$ cat src/rtl/mem_read_arbiter.sv
// Round-robin arbiter sharing one single-outstanding memory read port between
// the fetch (f_*) and load (l_*) requesters, with a timeout on a missing RVld.
module mem_read_arbiter #(
    parameter int AW      = 32,
    parameter int DW      = 32,
    parameter int TIMEOUT = 16
) (
    input  logic          clk,
    input  logic          rstn,
    input  logic          en,
    input  logic          f_req,
    input  logic [AW-1:0] f_addr,
    output logic          f_gnt,
    output logic          f_vld,
    output logic [DW-1:0] f_data,
    output logic          f_err,
    input  logic          l_req,
    input  logic [AW-1:0] l_addr,
    output logic          l_gnt,
    output logic          l_vld,
    output logic [DW-1:0] l_data,
    output logic          l_err,
    output logic          RRdy,
    output logic [AW-1:0] RAddr,
    input  logic          RVld,
    input  logic [DW-1:0] RData
);
    typedef enum logic [1:0] {IDLE, ISSUE, WAIT} state_t;
    typedef enum logic {REQ_F = 1'b0, REQ_L = 1'b1} req_t;

    localparam logic [7:0] CNT_LAST = 8'(TIMEOUT - 1);

    state_t        state, state_nx;
    req_t          owner, owner_nx, last, last_nx, win;
    logic [7:0]    cnt, cnt_nx;
    logic          rrdy_nx, f_gnt_nx, l_gnt_nx, f_vld_nx, l_vld_nx, f_err_nx, l_err_nx;
    logic [AW-1:0] raddr_nx;
    logic [DW-1:0] f_data_nx, l_data_nx;

    always_ff @(posedge clk) begin
        if (rstn) begin
            state  <= IDLE;
            owner  <= REQ_F;
            last   <= REQ_L;
            cnt    <= '0;
            RRdy   <= 1'b0;
            RAddr  <= '0;
            f_gnt  <= 1'b0;
            l_gnt  <= 1'b0;
            f_vld  <= 1'b0;
            l_vld  <= 1'b0;
            f_err  <= 1'b0;
            l_err  <= 1'b0;
            f_data <= '0;
            l_data <= '0;
        end else begin
            state  <= state_nx;
            owner  <= owner_nx;
            last   <= last_nx;
            cnt    <= cnt_nx;
            RRdy   <= rrdy_nx;
            RAddr  <= raddr_nx;
            f_gnt  <= f_gnt_nx;
            l_gnt  <= l_gnt_nx;
            f_vld  <= f_vld_nx;
            l_vld  <= l_vld_nx;
            f_err  <= f_err_nx;
            l_err  <= l_err_nx;
            f_data <= f_data_nx;
            l_data <= l_data_nx;
        end
    end

    always_comb begin
        state_nx  = state;
        owner_nx  = owner;
        last_nx   = last;
        cnt_nx    = cnt;
        raddr_nx  = RAddr;
        f_data_nx = f_data;
        l_data_nx = l_data;
        rrdy_nx   = 1'b0;
        f_gnt_nx  = 1'b0;
        l_gnt_nx  = 1'b0;
        f_vld_nx  = 1'b0;
        l_vld_nx  = 1'b0;
        f_err_nx  = 1'b0;
        l_err_nx  = 1'b0;
        // On a tie the requester that did not win last time gets the port.
        if (f_req && l_req) win = (last == REQ_F) ? REQ_L : REQ_F;
        else                win = f_req ? REQ_F : REQ_L;

        case (state)
            IDLE: begin
                if (en && (f_req || l_req)) begin
                    raddr_nx = (win == REQ_F) ? f_addr : l_addr;
                    rrdy_nx  = 1'b1;
                    f_gnt_nx = (win == REQ_F);
                    l_gnt_nx = (win == REQ_L);
                    owner_nx = win;
                    last_nx  = win;
                    state_nx = ISSUE;
                end
            end
            ISSUE: begin
                cnt_nx   = '0;
                state_nx = WAIT;
            end
            WAIT: begin
                if (RVld) begin
                    if (owner == REQ_F) begin
                        f_data_nx = RData;
                        f_vld_nx  = 1'b1;
                    end else begin
                        l_data_nx = RData;
                        l_vld_nx  = 1'b1;
                    end
                    state_nx = IDLE;
                end else if (cnt == CNT_LAST) begin
                    f_err_nx = (owner == REQ_F);
                    l_err_nx = (owner == REQ_L);
                    state_nx = IDLE;
                end else begin
                    cnt_nx = cnt + 8'd1;
                end
            end
            default: state_nx = IDLE;
        endcase
    end
endmodule

$ cat config.mk
export PLATFORM = sky130hd
export DESIGN_NAME = mem_read_arbiter
export DESIGN_NICKNAME = d
export VERILOG_FILES = /design/src/rtl/mem_read_arbiter.sv
export SDC_FILE = /design/constraint.sdc
export NUM_CORES = 1
export LEC_CHECK = 0
export CAP_MARGIN = 20
export CORE_AREA = 5 5 116 118
export DETAILED_ROUTE_END_ITERATION = 16
export DIE_AREA = 0 0 121 123
export PLACE_DENSITY = 0.73
export SLEW_MARGIN = 30
export SYNTH_ARGS = -nofsm -noshare
export SYNTH_HDL_FRONTEND = slang
export SYNTH_SLANG_ARGS = --single-unit
$ cat constraint.sdc
create_clock -name clk -period 1.75 [get_ports clk]
set_clock_uncertainty 0.2 [all_clocks]
set_input_delay 0.2625 -clock clk [delete_from_list [all_inputs] [get_ports clk]]
set_output_delay 0.2625 -clock clk [all_outputs]
set_load 0.01 [all_outputs]
==> results of run 1 <==
state kept, by name, summed over array words and instances, names as in the netlist:
register / cells
l_gnt: 1
f_vld: 1
cnt: 8
RRdy: 1
RAddr: 32
last: 1
owner: 1
f_data: 32
f_err: 1
l_vld: 1
f_gnt: 1
l_err: 1
l_data: 32
state: 2
layout make-up:
cell class | instances | area [sq um] | area share
clock buffer | 20 | 457 | 0.0617
sequential | 115 | 2310 | 0.312
tap | 172 | 215 | 0.0291
multi-input combinational | 357 | 1980 | 0.268
inverter | 1 | 3.75 | 0.000507
timing repair buffer | 228 | 2300 | 0.311
clock inverter | 12 | 133 | 0.0179
kinds of logic after synthesis:
family,count (synthesis),synth area share
AOI/OAI and AO/OA,121,0.166
adders and majority gates,1,0.00284
muxes,33,0.0752
and+or+nand+nor,202,0.193
DFF,115,0.522
buffers and inverters,42,0.0411
report_power, final:
part           switching, uW  internal (uW)  total, uW
Sequential              55.6           2710       2770
Clock                   1210           2170       3380
Combinational            351            455        806
Total                   1620           5330       6950
worst max-delay path by stage:
stage / endpoint / slack (ps) / cells past startpoint
floorplan: cnt[4] / 50 / 4
global placement: cnt[4] / -340 / 4
detailed placement: cnt[4] / -370 / 4
CTS: f_data[22] / 0.02 / 1
global route: cnt[3] / -10 / 6
finish: l_err / 40 / 1
per-stage QoR:
| step | total power (uW) | area, sq um | std cells |
|---|---|---|---|
| global placement | 3680 | 6800 | 872 |
| detailed placement | 3690 | 6800 | 872 |
| global route | 7240 | 7410 | 905 |
| CTS | 7030 | 7290 | 904 |
| finish | 6950 | 7410 | 905 |
| floorplan | 3150 | 4410 | 514 |
synth_stat cells, types with 2 or more instances:
| master | count | area [sq um] |
|---|---|---|
| nor2_1 | 42 | 158 |
| dfxtp_1 | 115 | 2300 |
| clkbuf_1 | 25 | 93.8 |
| o211ai_1 | 2 | 15.0 |
| o21ai_0 | 4 | 20.0 |
| buf_4 | 3 | 22.5 |
| buf_1 | 3 | 11.3 |
| and3_1 | 3 | 18.8 |
| nand2_1 | 132 | 495 |
| mux2i_1 | 32 | 320 |
| nand3_1 | 5 | 25.0 |
| or4_1 | 2 | 15.0 |
| buf_2 | 10 | 50.1 |
| a211oi_1 | 32 | 240 |
| a31oi_1 | 3 | 18.8 |
| nor3_1 | 3 | 15.0 |
| nand3b_1 | 2 | 15.0 |
| nand2b_1 | 3 | 18.8 |
| a21oi_1 | 70 | 350 |
| a311oi_1 | 3 | 26.3 |
| o311ai_0 | 2 | 17.5 |
metal layers:
| metal | GRT usage | vias up | share of wire |
|---|---|---|---|
| li1 | - | 2184 | - |
| met1 | 0.209 | 1985 | 0.41 |
| met2 | 0.280 | 222 | 0.44 |
| met3 | 0.0993 | 17 | 0.14 |
| met4 | 0.0694 | 0 | 0.019 |
| met5 | 0 | - | 0 |
repair_timing:
action | 4_1_cts | 5_1_grt
buffers inserted | 0 | 1
pin swaps | 0 | 4
setup endpoints to repair | 84 | 99
resized for setup | 83 | 36
==> out/metrics.yaml, run 1 <==
grt_pass1_wl_microns: 21300
synth_warnings: 0
whs_ps: 95.4
hp-start: "rstn"
grtUsageTotal: 0.180
worst_pin_slew_ps: 458
arrival_ps: 1250
area_growth_syn_to_layout_pct: 67.9
htree_levels: 4
design.core.area_sq_um: 12400
whs_endpoint: "cnt[2]"
worst_slack_ps: 37.6
fp.dieArea_sq_um: 14900
crit_type: "reg2out"
clkSinkCount: 115
cts.clk_slew.worst_paths_ps: 50
io_buffers: 204
synth.avg_cell_area_sq_um: 8.58
worstPathRequired_ps: 1290
synth_cells: 514
ys_types: 39
syn-cell-area_sq_um: 4410
finalHoldViolCount: 0
grt_pass1_vias: 4385
drive_above_1_share: 0.0996
startpoint: "l_err"
num_rows: 41
ys_ff_latch: 115
cp_cell_sequence: "clkdlybuf4s50_1"
drc_errors: 0
cap_violations: 0
root_buffer: "clkbuf_16"
rrSetupSlack_ps: 50
final_cell_mix: "nand2_1, dfxtp_1, clkdlybuf4s50_1"
cts_buffers: 17
hold_depth: 2
r2r-end: "cnt[3]"
ir_worst_vdd_mv: 0.585
grt_max_degree: 39
antenna_cells: 0
yosysSeqAreaShare: 0.522
rr_startpoint: "cnt[0]"
period_needed_ps: 1710
clkLatencyLatePin_ps: 400
dr.pass1.iters: 4
num-fill-cells: 1083
grt_overflow: 0
slew_viol_final: 0
slowest_delay_ps: 550
fin_setup_tns_ps: 0
layout.nets: 823
relSlewSlack: 0.695
postCtsHoldBufs: 0
detail_route.wl_per_cell_microns: 14.9
num_io_pins: 205
synthFlopType: "dfxtp_1"
worstSetupEndpointType: "primary output"
syn-num-nets: 617
slowest_stage: "clkdlybuf4s50_1"
tritoncts: "done"
startpoint_type: "flop"
vias: 4408
cts.path.max_buffers: 2
p_per_area_nw_per_um2: 939
r2r_cells: 6
place_congestion: 0.837
path_buf_inv: 1
start_util: 0.357
max_clock_freq_mhz: 584
path_delay_family: "buffers and inverters"
drtIter0Drc: 240
synth-edff-count: 0
vias_per_cell: 4.87
antenna_found_initial: 0
ys_async_sr_fraction: 0
final_common_cell: "nand2_1"
grt_setup_unrepaired: "yes"
timing.final.crit_share: 0.979
place_ws_ps: -366
finalSetupViolations: 0
min_path_type: "in2reg"
finalWirelength_microns: 13500
dieHeight_microns: 123
dpl.hpwl_microns: 10100
dieWidth_microns: 121
p_leak_uw: 0.00341
outcome: "finished, final reports clean"
postRouteAntennaNets: 0
final_util: 0.599
path_max_fanout: 1
No activity file was read; power rests on OpenSTA's default activity.
==> run 2: changes to the inputs <==
CORE_AREA = 5 5 100 102   (was 5 5 116 118)
DIE_AREA = 0 0 105 107   (was 0 0 121 123)
DONT_BUFFER_PORTS = 1   (was not set)
PLACE_DENSITY = 0.65   (was 0.73)
RECOVER_POWER = 50   (was not set)
==> out/metrics.yaml, run 2 (synthesis gave the netlist of run 1 again) <==
period_needed_ps: 1680  # was 1710 ps
design.core.area_sq_um: 9020  # was 12400 sq um
detail_route.wl_per_cell_microns: 17.5  # was 14.9 microns
max_clock_freq_mhz: 597  # was 584 MHz
io_buffers: 0  # was 204
slew_viol_final: 0  # unchanged
final_util: 0.584  # was 0.599
clkSinkCount: 115  # unchanged
grt_pass1_wl_microns: 17500  # was 21300 microns
num-fill-cells: 815  # was 1083
place_congestion: 0.871  # was 0.837
outcome: "complete, but fails checks"  # was finished, final reports clean
layout.nets: 617  # was 823
slowest_stage: "or3b_1"  # was clkdlybuf4s50_1
slowest_delay_ps: 450  # was 550 ps
final_cells: 638  # was 905
relSlewSlack: 0.733  # was 0.695
ir_worst_vdd_mv: 0.762  # was 0.585 mV
finalSetupViolations: 0  # unchanged
dpl.hpwl_microns: 7650  # was 10100 microns
p_per_area_nw_per_um2: 1190  # was 939 nW/um^2
root_buffer: "clkbuf_8"  # was clkbuf_16
cts.clk_slew.worst_paths_ps: 60  # was 50 ps
drc_errors: 0  # unchanged
htree_levels: 4  # unchanged
dr.pass1.iters: 4  # unchanged
finalWirelength_microns: 11100  # was 13500 microns
worst_slack_ps: 74.3  # was 37.6 ps
grt_overflow: 0  # unchanged
fp.dieArea_sq_um: 11200  # was 14900 sq um
grtUsageTotal: 0.193  # was 0.180
startpoint_type: "flop"  # unchanged
violations: "hold timing"
num_io_pins: 205  # unchanged
antenna_found_initial: 0  # unchanged
place_ws_ps: -23.3  # was -366 ps
final_cell_mix: "nand2_1, dfxtp_1, a21oi_1"  # was nand2_1, dfxtp_1, clkdlybuf4s50_1
finalHoldViolCount: 115  # was 0
post-place-cells: 604  # was 872
cts_buffers: 17  # unchanged
final_common_cell: "nand2_1"  # unchanged
cap_violations: 0  # unchanged
clkLatencyLatePin_ps: 490  # was 400 ps
dieHeight_microns: 107  # was 123 microns
p_leak_uw: 0.00188  # was 0.00341 uW
path_max_fanout: 9  # was 1
timing.final.crit_share: 0.958  # was 0.979
worstPathRequired_ps: 1970  # was 1290 ps
drtIter0Drc: 218  # was 240
area_growth_syn_to_layout_pct: 19.3  # was 67.9%
arrival_ps: 1900  # was 1250 ps
worstSetupEndpointType: "flop"  # was primary output
antenna_cells: 0  # unchanged
cts.path.max_buffers: 2  # unchanged
drive_above_1_share: 0.142  # was 0.0996
min_path_type: "in2reg"  # unchanged
grt_setup_unrepaired: "no"  # was yes
reg.largest.list: "RAddr: 32 flops, f_data: 32 flops, l_data: 32 flops"  # unchanged
postRouteAntennaNets: 0  # unchanged
grt_max_degree: 115  # was 39
crit_type: "reg2reg"  # was reg2out
start_util: 0.489  # was 0.357
cp_cell_sequence: "or3b_1 > or4_1 > a31oi_1"  # was clkdlybuf4s50_1
whs_ps: -371  # was 95.4 ps
num_rows: 35  # was 41
tritoncts: "done"  # unchanged
vias: 3547  # was 4408
dieWidth_microns: 105  # was 121 microns
worst_pin_slew_ps: 397  # was 458 ps
grt_pass1_vias: 3513  # was 4385
vias_per_cell: 5.56  # was 4.87
run 2: worst max-delay path: cells and delay by family, from the launching register on:
kind | cells | cell delay, ps
and+or+nand+nor | 2 | 870
DFF | 1 | 370
AOI/OAI and AO/OA | 1 | 170
run 2: per-layer routing:
| metal | vias up | global-route usage | part of all wire |
|---|---|---|---|
| li1 | 1766 | - | - |
| met1 | 1579 | 0.220 | 0.38 |
| met2 | 189 | 0.315 | 0.49 |
| met3 | 13 | 0.0921 | 0.12 |
| met4 | 0 | 0.0676 | 0.013 |
| met5 | - | 0 | 0 |
run 2: final timing paths:
kind | start | end | slack (ps) | depth (start not counted)
min | rstn | RAddr[10] | -370 | 1
min reg2reg | cnt[0] | cnt[0] | 290 | 2
max | state[0] | cnt[4] | 70 | 3
max reg2reg | state[0] | cnt[4] | 70 | 3
run 2: repair_timing:
item | in CTS | in global routing
gates resized for setup | 1 | 25
hold endpoints to repair | 115 | 115
pin swaps | 1 | 9
gates cloned | 0 | 1
endpoints found under the setup margin | 3 | 64
buffers inserted | 0 | 1
run 2: per-stage QoR:
| stage | power (uW) | hold slack (ps) | cell area, sq um | TNS, ps |
|---|---|---|---|---|
| floorplan | 3150 | 198 | 4410 | 0 |
| global placement | 3200 | 141 | 4600 | 0 |
| detailed placement | 3210 | 145 | 4600 | -23.3 |
| CTS | 6330 | -398 | 5150 | 0 |
| global route | 6560 | -409 | 5270 | 0 |
| finish | 6290 | -371 | 5270 | 0 |
run 2: area by class of cell:
| cell class | instances | area (sq um) | share of cell area |
|---|---|---|---|
| clock inverter | 13 | 111 | 0.0212 |
| tap | 111 | 139 | 0.0264 |
| inverter | 1 | 3.75 | 0.000713 |
| multi-input combinational | 357 | 2010 | 0.382 |
| sequential | 115 | 2310 | 0.439 |
| clock buffer | 19 | 432 | 0.0820 |
| timing repair buffer | 22 | 260 | 0.0494 |
run 2: power breakdown:
| part | switching, uW | internal (uW) | total, uW |
|---|---|---|---|
| combinational | 173 | 170 | 343 |
| sequential | 117 | 2720 | 2830 |
| clock | 1200 | 1910 | 3110 |
==> run 3: changes to the inputs <==
CORE_AREA = 5 5 112 114   (was 5 5 100 102)
DIE_AREA = 0 0 117 119   (was 0 0 105 107)
PLACE_DENSITY = 0.53   (was 0.65)
==> out/metrics.yaml, run 3 (synthesis gave the netlist of run 1 again) <==
min_path_type: "in2reg"  # unchanged
startpoint_type: "flop"  # unchanged
antenna_found_initial: 0  # unchanged
violations: "hold timing"  # unchanged
final_cell_mix: "nand2_1, dfxtp_1, a21oi_1"  # unchanged
cts_buffers: 17  # unchanged
cts.path.max_buffers: 2  # unchanged
slowest_stage: "or4_4"  # was or3b_1
arrival_ps: 1830  # was 1900 ps
max_clock_freq_mhz: 585  # was 597 MHz
cap_violations: 0  # unchanged
area_growth_syn_to_layout_pct: 23.6  # was 19.3%
fp.dieArea_sq_um: 13900  # was 11200 sq um
root_buffer: "clkbuf_16"  # was clkbuf_8
postRouteAntennaNets: 0  # unchanged
cts.clk_slew.worst_paths_ps: 60  # about the same
dr.pass1.iters: 4  # unchanged
worstSetupEndpointType: "flop"  # unchanged
startpoint: "state[1]"  # was state[0]
cp_cell_sequence: "or3b_4 > or4_4 > a31oi_2"  # was or3b_1 > or4_1 > a31oi_1
drtIter0Drc: 283  # was 218
grtUsageMet3: 0.0806  # was 0.0921
drive_above_1_share: 0.151  # was 0.142
relSlewSlack: 0.660  # was 0.733
p_leak_uw: 0.00196  # was 0.00188 uW
grtUsageTotal: 0.163  # was 0.193
register_area_sq_um: 2310  # about the same
hp-start: "rstn"  # unchanged
grtUsageMet2: 0.255  # was 0.315
vias: 3616  # was 3547
outcome: "complete, but fails checks"  # unchanged
finalSetupViolations: 0  # unchanged
clkLatencyLatePin_ps: 390  # was 490 ps
clkSinkCount: 115  # unchanged
vias_per_cell: 5.37  # was 5.56
path_delay_family: "simple AND/OR/NAND/NOR gates"  # unchanged
path_max_fanout: 7  # was 9
worst_slack_ps: 40.6  # was 74.3 ps
io_buffers: 0  # unchanged
crit_type: "reg2reg"  # unchanged
grt_pass1_vias: 3518  # was 3513
place_congestion: 0.844  # was 0.871
start_util: 0.390  # was 0.489
detail_route.wl_per_cell_microns: 18.0  # was 17.5 microns
layout.nets: 620  # was 617
design.core.area_sq_um: 11300  # was 9020 sq um
dieWidth_microns: 117  # was 105 microns
antenna_cells: 0  # unchanged
drc_errors: 0  # unchanged
finalHoldViolCount: 115  # unchanged
whs_ps: -262  # was -371 ps
slew_viol_final: 0  # unchanged
place_ws_ps: -26.3  # was -23.3 ps
busiest_layer: "met2"  # unchanged
final_cells: 673  # was 638
grt_max_degree: 115  # unchanged
p_per_area_nw_per_um2: 1310  # was 1190 nW/um^2
num_rows: 39  # was 35
final_common_cell: "nand2_1"  # unchanged
worstPathRequired_ps: 1870  # was 1970 ps
dpl.hpwl_microns: 8150  # was 7650 microns
grt_pass1_wl_microns: 17800  # was 17500 microns
num_io_pins: 205  # unchanged
period_needed_ps: 1710  # was 1680 ps
dieHeight_microns: 119  # was 107 microns
rr_startpoint: "state[1]"  # was state[0]
timing.final.crit_share: 0.977  # was 0.958
tritoncts: "done"  # unchanged
use_met1: 0.188  # was 0.220
grt_overflow: 0  # unchanged
htree_levels: 4  # unchanged
path_buf_inv: 0  # unchanged
finalWirelength_microns: 12100  # was 11100 microns
grt_setup_unrepaired: "yes"  # was no
reg.largest.list: "RAddr: 32 flops, f_data: 32 flops, l_data: 32 flops"  # unchanged
ir_worst_vdd_mv: 0.713  # was 0.762 mV
multi_input_area_sq_um: 2010  # about the same
worst_pin_slew_ps: 503  # was 397 ps
slowest_delay_ps: 490  # was 450 ps
num-fill-cells: 1091  # was 815
post-place-cells: 635  # was 604
==> run 3: power breakdown <==
part | total, uW | switching, uW | internal [uW]
clock network | 3950 | 1200 | 2750
registers | 2830 | 117 | 2720
logic | 354 | 183 | 171
==> run 3: cell type report <==
class | instances | share of cell area
clock buffers | 20 | 0.0838
clock inverters | 12 | 0.0413
inverters | 1 | 0.000688
multi-input cells | 357 | 0.369
flip-flops and latches | 115 | 0.425
well taps | 143 | 0.0328
repair buffers | 25 | 0.0480
==> run 3: per-stage QoR <==
stage	setup TNS [ps]	hold WS (ps)	utilization	total power (uW)	area (sq um)
after floorplan	0	198	-	3150	4410
after global placement	-1.77	145	0.408	3190	4620
after detailed placement	-26.3	144	0.408	3210	4620
after CTS	0	-284	0.469	7200	5310
after global routing	-113	-285	0.482	7410	5450
final	0	-262	0.482	7140	5450
==> run 3: path summary, 6_finish.rpt <==
kind / cells past startpoint / end / slack (ps)
setup / recovery: 3 / cnt[4] / 40
hold / removal: 1 / RAddr[8] / -260
setup reg to reg: 3 / cnt[4] / 40
hold reg to reg: 2 / cnt[1] / 270
==> run 3: metal layers <==
metal | part of all wire | up-vias
met1 | 0.38 | 1657
met5 | 0 | -
li1 | - | 1764
met4 | 0.014 | 0
met3 | 0.13 | 15
met2 | 0.48 | 180
==> run 3: what timing repair did <==
action                                  in CTS  in global routing
hold endpoints to repair                   115                115
resized for setup                            1                 25
pin swaps                                    1                 11
endpoints found under the setup margin       3                 58
gates cloned                                 0                  2
buffers inserted                             0                  4
